<file path="config.mk">
export PLATFORM = sky130hd
export DESIGN_NAME = i281_code_loader_flat
export DESIGN_NICKNAME = d
export VERILOG_FILES = /design/src/rtl/i281_code_loader_if.sv /design/src/rtl/i281_code_loader.sv /design/src/flat_wrapper.sv
export SDC_FILE = /design/constraint.sdc
export NUM_CORES = 1
export LEC_CHECK = 0
export ABC_AREA = 1
export CORE_MARGIN = 1
export CORE_UTILIZATION = 35
export DETAILED_ROUTE_END_ITERATION = 12
export GPL_ROUTABILITY_DRIVEN = 0
export GPL_TIMING_DRIVEN = 0
export PLACE_DENSITY = 0.54
export SETUP_SLACK_MARGIN = 0.15
export SLEW_MARGIN = 20
export SYNTH_ARGS = -nofsm -noshare
export SYNTH_HDL_FRONTEND = slang
export SYNTH_SLANG_ARGS = --single-unit
</file>
<file path="constraint.sdc">
create_clock -name Clock -period 2.88 [get_ports Clock]
set_input_delay 0.432 -clock Clock [delete_from_list [all_inputs] [get_ports Clock]]
set_output_delay 0.432 -clock Clock [all_outputs]
set_load 0.05 [all_outputs]
</file>
<file path="src/rtl/i281_code_loader_if.sv">
// Byte-stream handshake bundle for the i281 code loader.
// The master drives program bytes; the slave (the loader) drives byte_ready.
interface i281_code_loader_if;
    logic [7:0] byte_in;
    logic       byte_valid;
    logic       byte_ready;

    modport master (
        output byte_in,
        output byte_valid,
        input  byte_ready
    );

    modport slave (
        input  byte_in,
        input  byte_valid,
        output byte_ready
    );
endinterface

</file>
<file path="src/rtl/i281_code_loader.sv">
// Writable 32-word i281 instruction store with a byte-stream load controller.
// Optional feature macro: LOADER_CHECKSUM_EN adds a trailing checksum byte and load_err.
module i281_code_loader #(
    parameter int          DEPTH = 32,
    parameter logic [15:0] NOOP  = 16'h0000
) (
    input  logic                 Clock,
    input  logic                 Reset_n,
    input  logic                 load_start,
    input  logic [4:0]           load_base,
    input  logic [5:0]           load_len,
    i281_code_loader_if.slave    bs,
    input  logic [4:0]           pc_addr,
    output logic [15:0]          instr_out,
    output logic                 cpu_hold,
    output logic                 load_done,
    output logic                 load_err
);

    typedef enum logic [2:0] {
        IDLE,
        HI,
        LO,
`ifdef LOADER_CHECKSUM_EN
        CK,
`endif
        DONE
    } state_t;

    state_t      state_q, state_d;
    logic [4:0]  addr_q, addr_d;
    logic [5:0]  remain_q, remain_d;
    logic [7:0]  hi_q, hi_d;
    logic [15:0] mem_q [DEPTH];
    logic        we;
    logic [15:0] wdata;
    logic        ready;
    logic        accept;
`ifdef LOADER_CHECKSUM_EN
    logic [7:0]  sum_q, sum_d;
    logic        err_q, err_d;
`endif

    // Stream is accepted in any byte-consuming state; never depends on valid.
    always_comb begin
        ready = 1'b0;
        unique case (state_q)
            HI:      ready = 1'b1;
            LO:      ready = 1'b1;
`ifdef LOADER_CHECKSUM_EN
            CK:      ready = 1'b1;
`endif
            default: ready = 1'b0;
        endcase
    end

    assign bs.byte_ready = ready;
    assign accept        = bs.byte_valid & ready;

    // Next-state, address/count and checksum sequencing for a load.
    always_comb begin
        state_d  = state_q;
        addr_d   = addr_q;
        remain_d = remain_q;
        hi_d     = hi_q;
        we       = 1'b0;
        wdata    = {hi_q, bs.byte_in};
`ifdef LOADER_CHECKSUM_EN
        sum_d    = sum_q;
        err_d    = err_q;
`endif
        unique case (state_q)
            IDLE: begin
                if (load_start && load_len != 6'd0) begin
                    addr_d   = load_base;
                    remain_d = load_len;
                    state_d  = HI;
`ifdef LOADER_CHECKSUM_EN
                    sum_d    = 8'h00;
                    err_d    = 1'b0;
`endif
                end
            end
            HI: begin
                if (accept) begin
                    hi_d    = bs.byte_in;
                    state_d = LO;
`ifdef LOADER_CHECKSUM_EN
                    sum_d   = sum_q + bs.byte_in;
`endif
                end
            end
            LO: begin
                if (accept) begin
                    we       = 1'b1;
                    addr_d   = addr_q + 5'd1;
                    remain_d = remain_q - 6'd1;
`ifdef LOADER_CHECKSUM_EN
                    sum_d    = sum_q + bs.byte_in;
                    state_d  = (remain_q == 6'd1) ? CK : HI;
`else
                    state_d  = (remain_q == 6'd1) ? DONE : HI;
`endif
                end
            end
`ifdef LOADER_CHECKSUM_EN
            CK: begin
                if (accept) begin
                    if (bs.byte_in != sum_q) begin
                        err_d = 1'b1;
                    end
                    state_d = DONE;
                end
            end
`endif
            DONE: begin
                state_d = IDLE;
            end
            default: begin
                state_d = IDLE;
            end
        endcase
    end

    // Controller registers.
    always_ff @(posedge Clock or negedge Reset_n) begin
        if (!Reset_n) begin
            state_q  <= IDLE;
            addr_q   <= 5'd0;
            remain_q <= 6'd0;
            hi_q     <= 8'h00;
`ifdef LOADER_CHECKSUM_EN
            sum_q    <= 8'h00;
            err_q    <= 1'b0;
`endif
        end else begin
            state_q  <= state_d;
            addr_q   <= addr_d;
            remain_q <= remain_d;
            hi_q     <= hi_d;
`ifdef LOADER_CHECKSUM_EN
            sum_q    <= sum_d;
            err_q    <= err_d;
`endif
        end
    end

    // Instruction store; reset wipes every word, including partial loads.
    always_ff @(posedge Clock or negedge Reset_n) begin
        if (!Reset_n) begin
            for (int i = 0; i < DEPTH; i++) begin
                mem_q[i] <= 16'h0000;
            end
        end else if (we) begin
            mem_q[addr_q] <= wdata;
        end
    end

    assign cpu_hold  = (state_q != IDLE);
    assign load_done = (state_q == DONE);
    assign instr_out = cpu_hold ? NOOP : mem_q[pc_addr];

`ifdef LOADER_CHECKSUM_EN
    assign load_err = err_q;
`else
    assign load_err = 1'b0;
`endif

endmodule

</file>
<file path="src/flat_wrapper.sv">
// flat-port wrapper written by rule: the top's interface ports become plain ports
module i281_code_loader_flat 
#(
    parameter int          DEPTH = 32,
    parameter logic [15:0] NOOP  = 16'h0000
)
  (Clock, Reset_n, load_start, load_base, load_len, pc_addr, instr_out, cpu_hold, load_done, load_err, bs_byte_in, bs_byte_valid, bs_byte_ready);
  i281_code_loader_if bs_i ();
  input  logic Clock;
  input  logic Reset_n;
  input  logic load_start;
  input  logic [4:0] load_base;
  input  logic [5:0] load_len;
  input  logic [4:0] pc_addr;
  output logic [15:0] instr_out;
  output logic cpu_hold;
  output logic load_done;
  output logic load_err;
  input wire logic [$bits(bs_i.byte_in)-1:0] bs_byte_in;
  input wire logic [$bits(bs_i.byte_valid)-1:0] bs_byte_valid;
  output wire logic [$bits(bs_i.byte_ready)-1:0] bs_byte_ready;
  assign bs_i.byte_in = bs_byte_in;
  assign bs_i.byte_valid = bs_byte_valid;
  assign bs_byte_ready = bs_i.byte_ready;
  i281_code_loader #(.DEPTH(DEPTH), .NOOP(NOOP)) u_core (.Clock(Clock), .Reset_n(Reset_n), .load_start(load_start), .load_base(load_base), .load_len(load_len), .bs(bs_i), .pc_addr(pc_addr), .instr_out(instr_out), .cpu_hold(cpu_hold), .load_done(load_done), .load_err(load_err));
endmodule
</file>
==> flow_metrics.env, run 1 <==
export IMPL_final_layout_size_suffix_gt1_share_pct=8.83
export IMPL_first_pass_iters=6
export IMPL_finalCritPeriodShare_pct=95.2
export IMPL_synth_xor_area_share_pct=0.107
export IMPL_clock_sinks=533
export IMPL_vias=22894
export IMPL_row_count=96
export IMPL_grt_pass1_vias=21741
export IMPL_clock_latency_ns=0.64
export IMPL_final_setup_skew_ns=0.0225
export IMPL_powerDensity_nw_per_um2=886
export IMPL_clkTransAtPathRegs_ns=0.07
export IMPL_status="finished, final reports clean"
export IMPL_io_buffers=43
export IMPL_synth_area_per_cell_um2=7.85
export IMPL_max_vdd_ir_drop_mv=0.601
export IMPL_chipWidth_um=267
export IMPL_dieArea_um2=71200
export IMPL_die_h_um=267
export IMPL_max_slew_margin_pct=25.3
export IMPL_antenna_found_initial=2
export IMPL_ys_seq_area_share_pct=54.3
export IMPL_synth_cells=3127
export IMPL_hpwl_mm=69.2
export IMPL_start_util_pct=35.6
export IMPL_synth_top_area_share_pct=54.3
export IMPL_worstMarginPinSlew_ns=1.12
export IMPL_synth_cell_type_count=25
export IMPL_synth_top_family_by_area="simple AND/OR/NAND/NOR gates"
export IMPL_worst_r2r_cell_count=9
export IMPL_final_common_cell="nand2_1"
export IMPL_cts_made_buffers=58
export IMPL_grt_overflow=0
export IMPL_wirelength_mm=98.6
export IMPL_drcViolationCount=0
export IMPL_synthTopCellsByArea="dfrtp_1 54%, nand2_1 18%, o21ai_0 10%, nand3_1 7.1%, nor2_1 2.8%"
export IMPL_hold_path_class="in2async"
export IMPL_finalSetupViolations=0
export IMPL_finalNetCount=3276
export IMPL_drtAntennaViolNets=0
export IMPL_clk_path_buf_depth=3
export IMPL_syn_area_um2=24500
export IMPL_period_minus_slack_ns=2.74
export IMPL_diodes=0
export IMPL_ios=48
export IMPL_required_ns=2.45
export IMPL_power_leakage_nw=13.1
export IMPL_max_cap_viol_count=0
export IMPL_core_area_um2=68900
export IMPL_end_kind="output pin"
export IMPL_arrival_ns=2.31
export IMPL_htreeDepth=2
export IMPL_fmax_mhz=365
export IMPL_synthAdderAreaFrac_pct=0.510
export IMPL_utilization_pct=41.8
export IMPL_routedWlPerCell_um=23.4
export IMPL_start_kind="input pin"
export IMPL_synth_compound_area_share_pct=12.0
export IMPL_grt_max_degree=88
export IMPL_viasPerCell=5.43
export IMPL_muxShareOfSynthArea_pct=0.122
export IMPL_syn_num_nets=3165
export IMPL_areaGrowthSynthToFinish_pct=17.5
export IMPL_rsz0062_at_grt="true"
export IMPL_cts_tree="done"
export IMPL_yosys_area_share_simple_pct=27.8
export IMPL_ys_ff_latch=533
export IMPL_total_power_mw=25.6
export IMPL_drt_iter0_drc=2830
export IMPL_grt_pass1_wl_mm=146
export IMPL_yosys_warnings=0
export IMPL_grtUsageTotal_pct=27.9
export IMPL_hold_slack_ns=0.334
export IMPL_report_final_slew_viol_count=0
export IMPL_cp_max_fo=10
export IMPL_hold_viol=0
export IMPL_final_cell_mix="1,140 x nand2_1, 533 x dfrtp_1, 487 x o21ai_0, 348 x nand3_1, 156 x nor2_1"
export IMPL_post_synth_top_area_cell="dfrtp_1"
export IMPL_path_class="in2out"
export IMPL_root_buffer="clkbuf_16"
[registers in the layout, indices dropped and copies added, names as in the netlist]
name,count
u_core.state_q,2
u_core.mem_q,512
u_core.hi_q,8
u_core.addr_q,5
u_core.remain_q,6
[per-stage QoR]
| step | cell area [um^2] | cells | setup WS [ns] | setup TNS [ns] |
|---|---|---|---|---|
| after floorplan | 24500 | 3127 | 0.428 | 0 |
| after global placement | 26100 | 4101 | -23.60 | - |
| after detailed placement | 26300 | 4107 | -1.36 | -23.82 |
| after CTS | 28700 | 4216 | 0.112 | 0 |
| after global routing | 28900 | 4216 | 0.120 | 0 |
| final | 28900 | 4216 | 0.137 | 0 |
[final timing paths]
| check | slack (ns) | end | start |
|---|---|---|---|
| setup reg to reg | 0.25 | u_core.mem_q[439]$_DFFE_PN0P_ | u_core.state_q[0]$_DFFE_PN0P_ |
| hold / removal | 0.33 | u_core.mem_q[378]$_DFFE_PN0P_ | Reset_n |
| max in group asynchronous | 0.89 | u_core.mem_q[229]$_DFFE_PN0P_ | Reset_n |
| setup / recovery | 0.14 | instr_out[8] | pc_addr[1] |
| hold reg to reg | 0.48 | u_core.mem_q[399]$_DFFE_PN0P_ | u_core.mem_q[399]$_DFFE_PN0P_ |
| min in group Clock | 0.45 | u_core.addr_q[1]$_DFFE_PN0P_ | load_base[1] |
[critical path, stage by stage]
cell and delay, ns:
buf_4 0.17, inv_4 0.17, buf_6 0.22, buf_4 0.22
nand3_1 0.17, nand3_1 0.18, nand2_2 0.13, nand2_1 0.09
nand3_1 0.07, nand2_1 0.20, nor2_2 0.08, buf_6 0.16
[routing by layer]
metal | wire, um | vias up | GRT usage, %
li1 | - | 10393 | -
met1 | 41900 | 11248 | 38.5
met2 | 44000 | 1050 | 43.0
met3 | 8530 | 201 | 5.06
met4 | 4210 | 2 | 11.9
met5 | 16 | - | 0
[power by group]
| group | switching, mW | internal, mW |
|---|---|---|
| clock | 3.26 | 4.67 |
| combinational | 4.62 | 2.11 |
| sequential | 1.26 | 9.66 |
[cells by family (layout without fill, tap and decap cells)]
family	after synthesis	after routing
xor gates and xnor gates	3	3
muxes	3	3
buffers and inverters	301	459
adders and majority gates	10	10
other	1	1
AOI/OAI and AO/OA	588	588
and+or+nand+nor	1688	1688
DFF	533	533
[cell usage after synthesis]
library cell     n
buf_2           75
nand4_1          2
a21boi_0         1
ha_1            10
dfrtp_1        533
a21oi_1         70
o21ai_0        491
buf_4           10
or2_2            1
clkbuf_1       162
nand3_1        350
clkinv_1         1
o21ai_1         25
conb_1           1
nor2_1         180
nand2_1       1148
buf_1           12
inv_2            6
nor3_2           5
nand3b_1         1
xor2_1           3
nor3_1           1
inv_1           35
o22ai_1          1
mux2i_1          3
[final cells by class]
type	count	area [um^2]
buffer	259	1450
clock buffer	85	1720
clock inverter	22	273
fill	7279	40100
inverter	42	171
multi-input combinational	2293	10100
sequential	533	13300
tap	931	1160
timing repair buffer	51	629
[what timing repair did]
item / in CTS / in global routing
hold buffers: 1 / 0
endpoints found under the hold margin: 55 / 0
resized for setup: 254 / 62
endpoints found under the setup margin: 21 / 70
setup buffers: 1 / 0
pin swaps: 1 / 6
No activity file was read; power rests on OpenSTA's default activity.
==> run 2, diff against run 1 <==
--- a/config.mk
+++ b/config.mk
@@ -10,9 +10,9 @@
 export CORE_UTILIZATION = 35
 export DETAILED_ROUTE_END_ITERATION = 12
 export GPL_ROUTABILITY_DRIVEN = 0
-export GPL_TIMING_DRIVEN = 0
 export PLACE_DENSITY = 0.54
 export SETUP_SLACK_MARGIN = 0.15
+export SKIP_CTS_REPAIR_TIMING = 1
 export SLEW_MARGIN = 20
 export SYNTH_ARGS = -nofsm -noshare
 export SYNTH_HDL_FRONTEND = slang
==> flow_metrics.env, run 2 (synthesis results as in run 1) <==
export IMPL_max_slew_margin_pct=43.2
export IMPL_worstMarginPinSlew_ns=0.851
export IMPL_die_h_um=267
export IMPL_drcViolationCount=0
export IMPL_row_count=96
export IMPL_root_buffer="clkbuf_16"
export IMPL_cp_max_fo=17
export IMPL_p_int_mw=16.1
export IMPL_seq_power_share_pct=44.6
export IMPL_path_class="reg2out"
export IMPL_drtAntennaViolNets=0
export IMPL_swShare_pct=34.0
export IMPL_finalNetCount=3123
export IMPL_final_setup_tns_ns=0
export IMPL_rsz0062_at_grt="true"
export IMPL_grtUsageTotal_pct=22.3
export IMPL_largest_reg_flops=512
export IMPL_htreeDepth=2
export IMPL_grt_max_degree=81
export IMPL_worst_slack_ns=0.220
export IMPL_finalCritPeriodShare_pct=92.4
export IMPL_dieArea_um2=71200
export IMPL_regMostFlops="u_core.mem_q"
export IMPL_end_kind="output pin"
export IMPL_drt_iter0_drc=2070
export IMPL_grt_pass1_vias=20648
export IMPL_powerDensity_nw_per_um2=863
export IMPL_chipWidth_um=267
export IMPL_areaGrowthSynthToFinish_pct=15.2
export IMPL_finalSetupViolations=0
export IMPL_power_leakage_nw=12.9
export IMPL_clock_power_share_pct=30.7
export IMPL_max_cap_viol_count=0
export IMPL_final_setup_skew_ns=0.0217
export IMPL_p_sw_mw=8.30
export IMPL_final_cell_mix="1,148 x nand2_1, 533 x dfrtp_1, 489 x o21ai_0, 350 x nand3_1, 168 x nor2_1"
export IMPL_status="finished, final reports clean"
export IMPL_io_buffers=46
export IMPL_clock_sinks=533
export IMPL_r2r_start="u_core.state_q[0]$_DFFE_PN0P_"
export IMPL_startpoint="u_core.state_q[0]$_DFFE_PN0P_"
export IMPL_required_ns=2.45
export IMPL_first_pass_iters=5
export IMPL_placed_cells=3955
export IMPL_viasPerCell=5.25
export IMPL_fin_cells=4061
export IMPL_antenna_found_initial=0
export IMPL_clkTransAtPathRegs_ns=0.06
export IMPL_diodes=0
export IMPL_fmax_mhz=376
export IMPL_hold_viol=0
export IMPL_largestRegisters="u_core.mem_q (512), u_core.hi_q (8), u_core.remain_q (6)"
export IMPL_ios=48
export IMPL_core_area_um2=68900
export IMPL_arrival_ns=2.23
export IMPL_grt_overflow=0
export IMPL_wirelength_mm=78.6
export IMPL_dpl_worst_slack_ns=0.0325
export IMPL_max_vdd_ir_drop_mv=0.733
export IMPL_cts_made_buffers=58
export IMPL_clock_latency_ns=0.63
export IMPL_hpwl_mm=46.6
export IMPL_final_common_cell="nand2_1"
export IMPL_report_final_slew_viol_count=0
export IMPL_final_layout_size_suffix_gt1_share_pct=7.83
export IMPL_cts_tree="done"
export IMPL_grt_pass1_wl_mm=123
export IMPL_routedWlPerCell_um=19.3
export IMPL_combPwrFrac_pct=24.7
export IMPL_clk_path_buf_depth=3
export IMPL_start_util_pct=35.6
export IMPL_start_kind="flip-flop"
export IMPL_period_minus_slack_ns=2.66
export IMPL_hold_path_class="in2async"
export IMPL_vias=21326
run 2: cell types whose count changed in the layout (fill, tap and decap cells not counted), moves of 11 or more:
cell      before  now
clkbuf_1     150   14
buf_4         44   86
buf_12         1   33
buf_6         37    7
buf_2         27    1
clkbuf_2      15    0
nor2_1       156  168
nor2_4        12    1
run 2: power groups by stage:
stage | Sequential (mW) | Combinational, mW | Clock [mW]
2_1_floorplan | 10.6 | 4.08 | 0
3_3_place_gp | 10.9 | 5.83 | 0
3_5_place_dp | 11.0 | 5.99 | 0
4_1_cts | 10.9 | 6.00 | 7.63
5_1_grt | 11.1 | 6.84 | 7.93
6_report | 10.9 | 6.02 | 7.49
run 2: layout make-up:
class / instances / area, um^2
Clock buffer: 94 / 1810
Clock inverter: 11 / 109
Fill cell: 7049 / 40700
Inverter: 42 / 175
Multi-Input combinational cell: 2293 / 9990
Sequential cell: 533 / 13300
Tap cell: 931 / 1160
Timing Repair Buffer: 157 / 1710
run 2: layer usage:
metal	up-vias	share of wire, %	track usage [%]
li1	10061	-	-
met2	699	44	34.7
met1	10462	47	32.5
met5	-	0	0
met4	0	2.0	5.82
met3	104	6.3	2.86
run 2: critical path, stage by stage, from the launching register on:
cell and delay [ns]:
dfrtp_1 0.39, inv_1 0.14, ha_1 0.23, buf_8 0.22, nand2_1 0.09, nor2_1 0.25
buf_4 0.26
run 2: per-stage QoR:
step	cell area (um^2)	hold slack, ns	util (%)	power [mW]
2_1_floorplan	24500	0.136	-	14.7
3_3_place_gp	26300	0.461	38.1	16.7
3_5_place_dp	26300	0.468	38.1	17.0
4_1_cts	28200	-0.182	40.9	24.5
5_1_grt	28300	0.464	41.0	25.9
6_report	28300	0.421	41.0	24.4
run 2: final timing paths:
path	to	cells after the start	slack [ns]
min in group Clock	u_core.addr_q[4]$_DFFE_PN0P_	3	0.44
worst max-delay path	instr_out[1]	6	0.22
max in group asynchronous	u_core.mem_q[210]$_DFFE_PN0P_	3	1.66
worst min register to register	u_core.mem_q[417]$_DFFE_PN0P_	2	0.48
worst max register to register	u_core.mem_q[501]$_DFFE_PN0P_	11	0.55
worst min-delay path	u_core.mem_q[310]$_DFFE_PN0P_	2	0.42
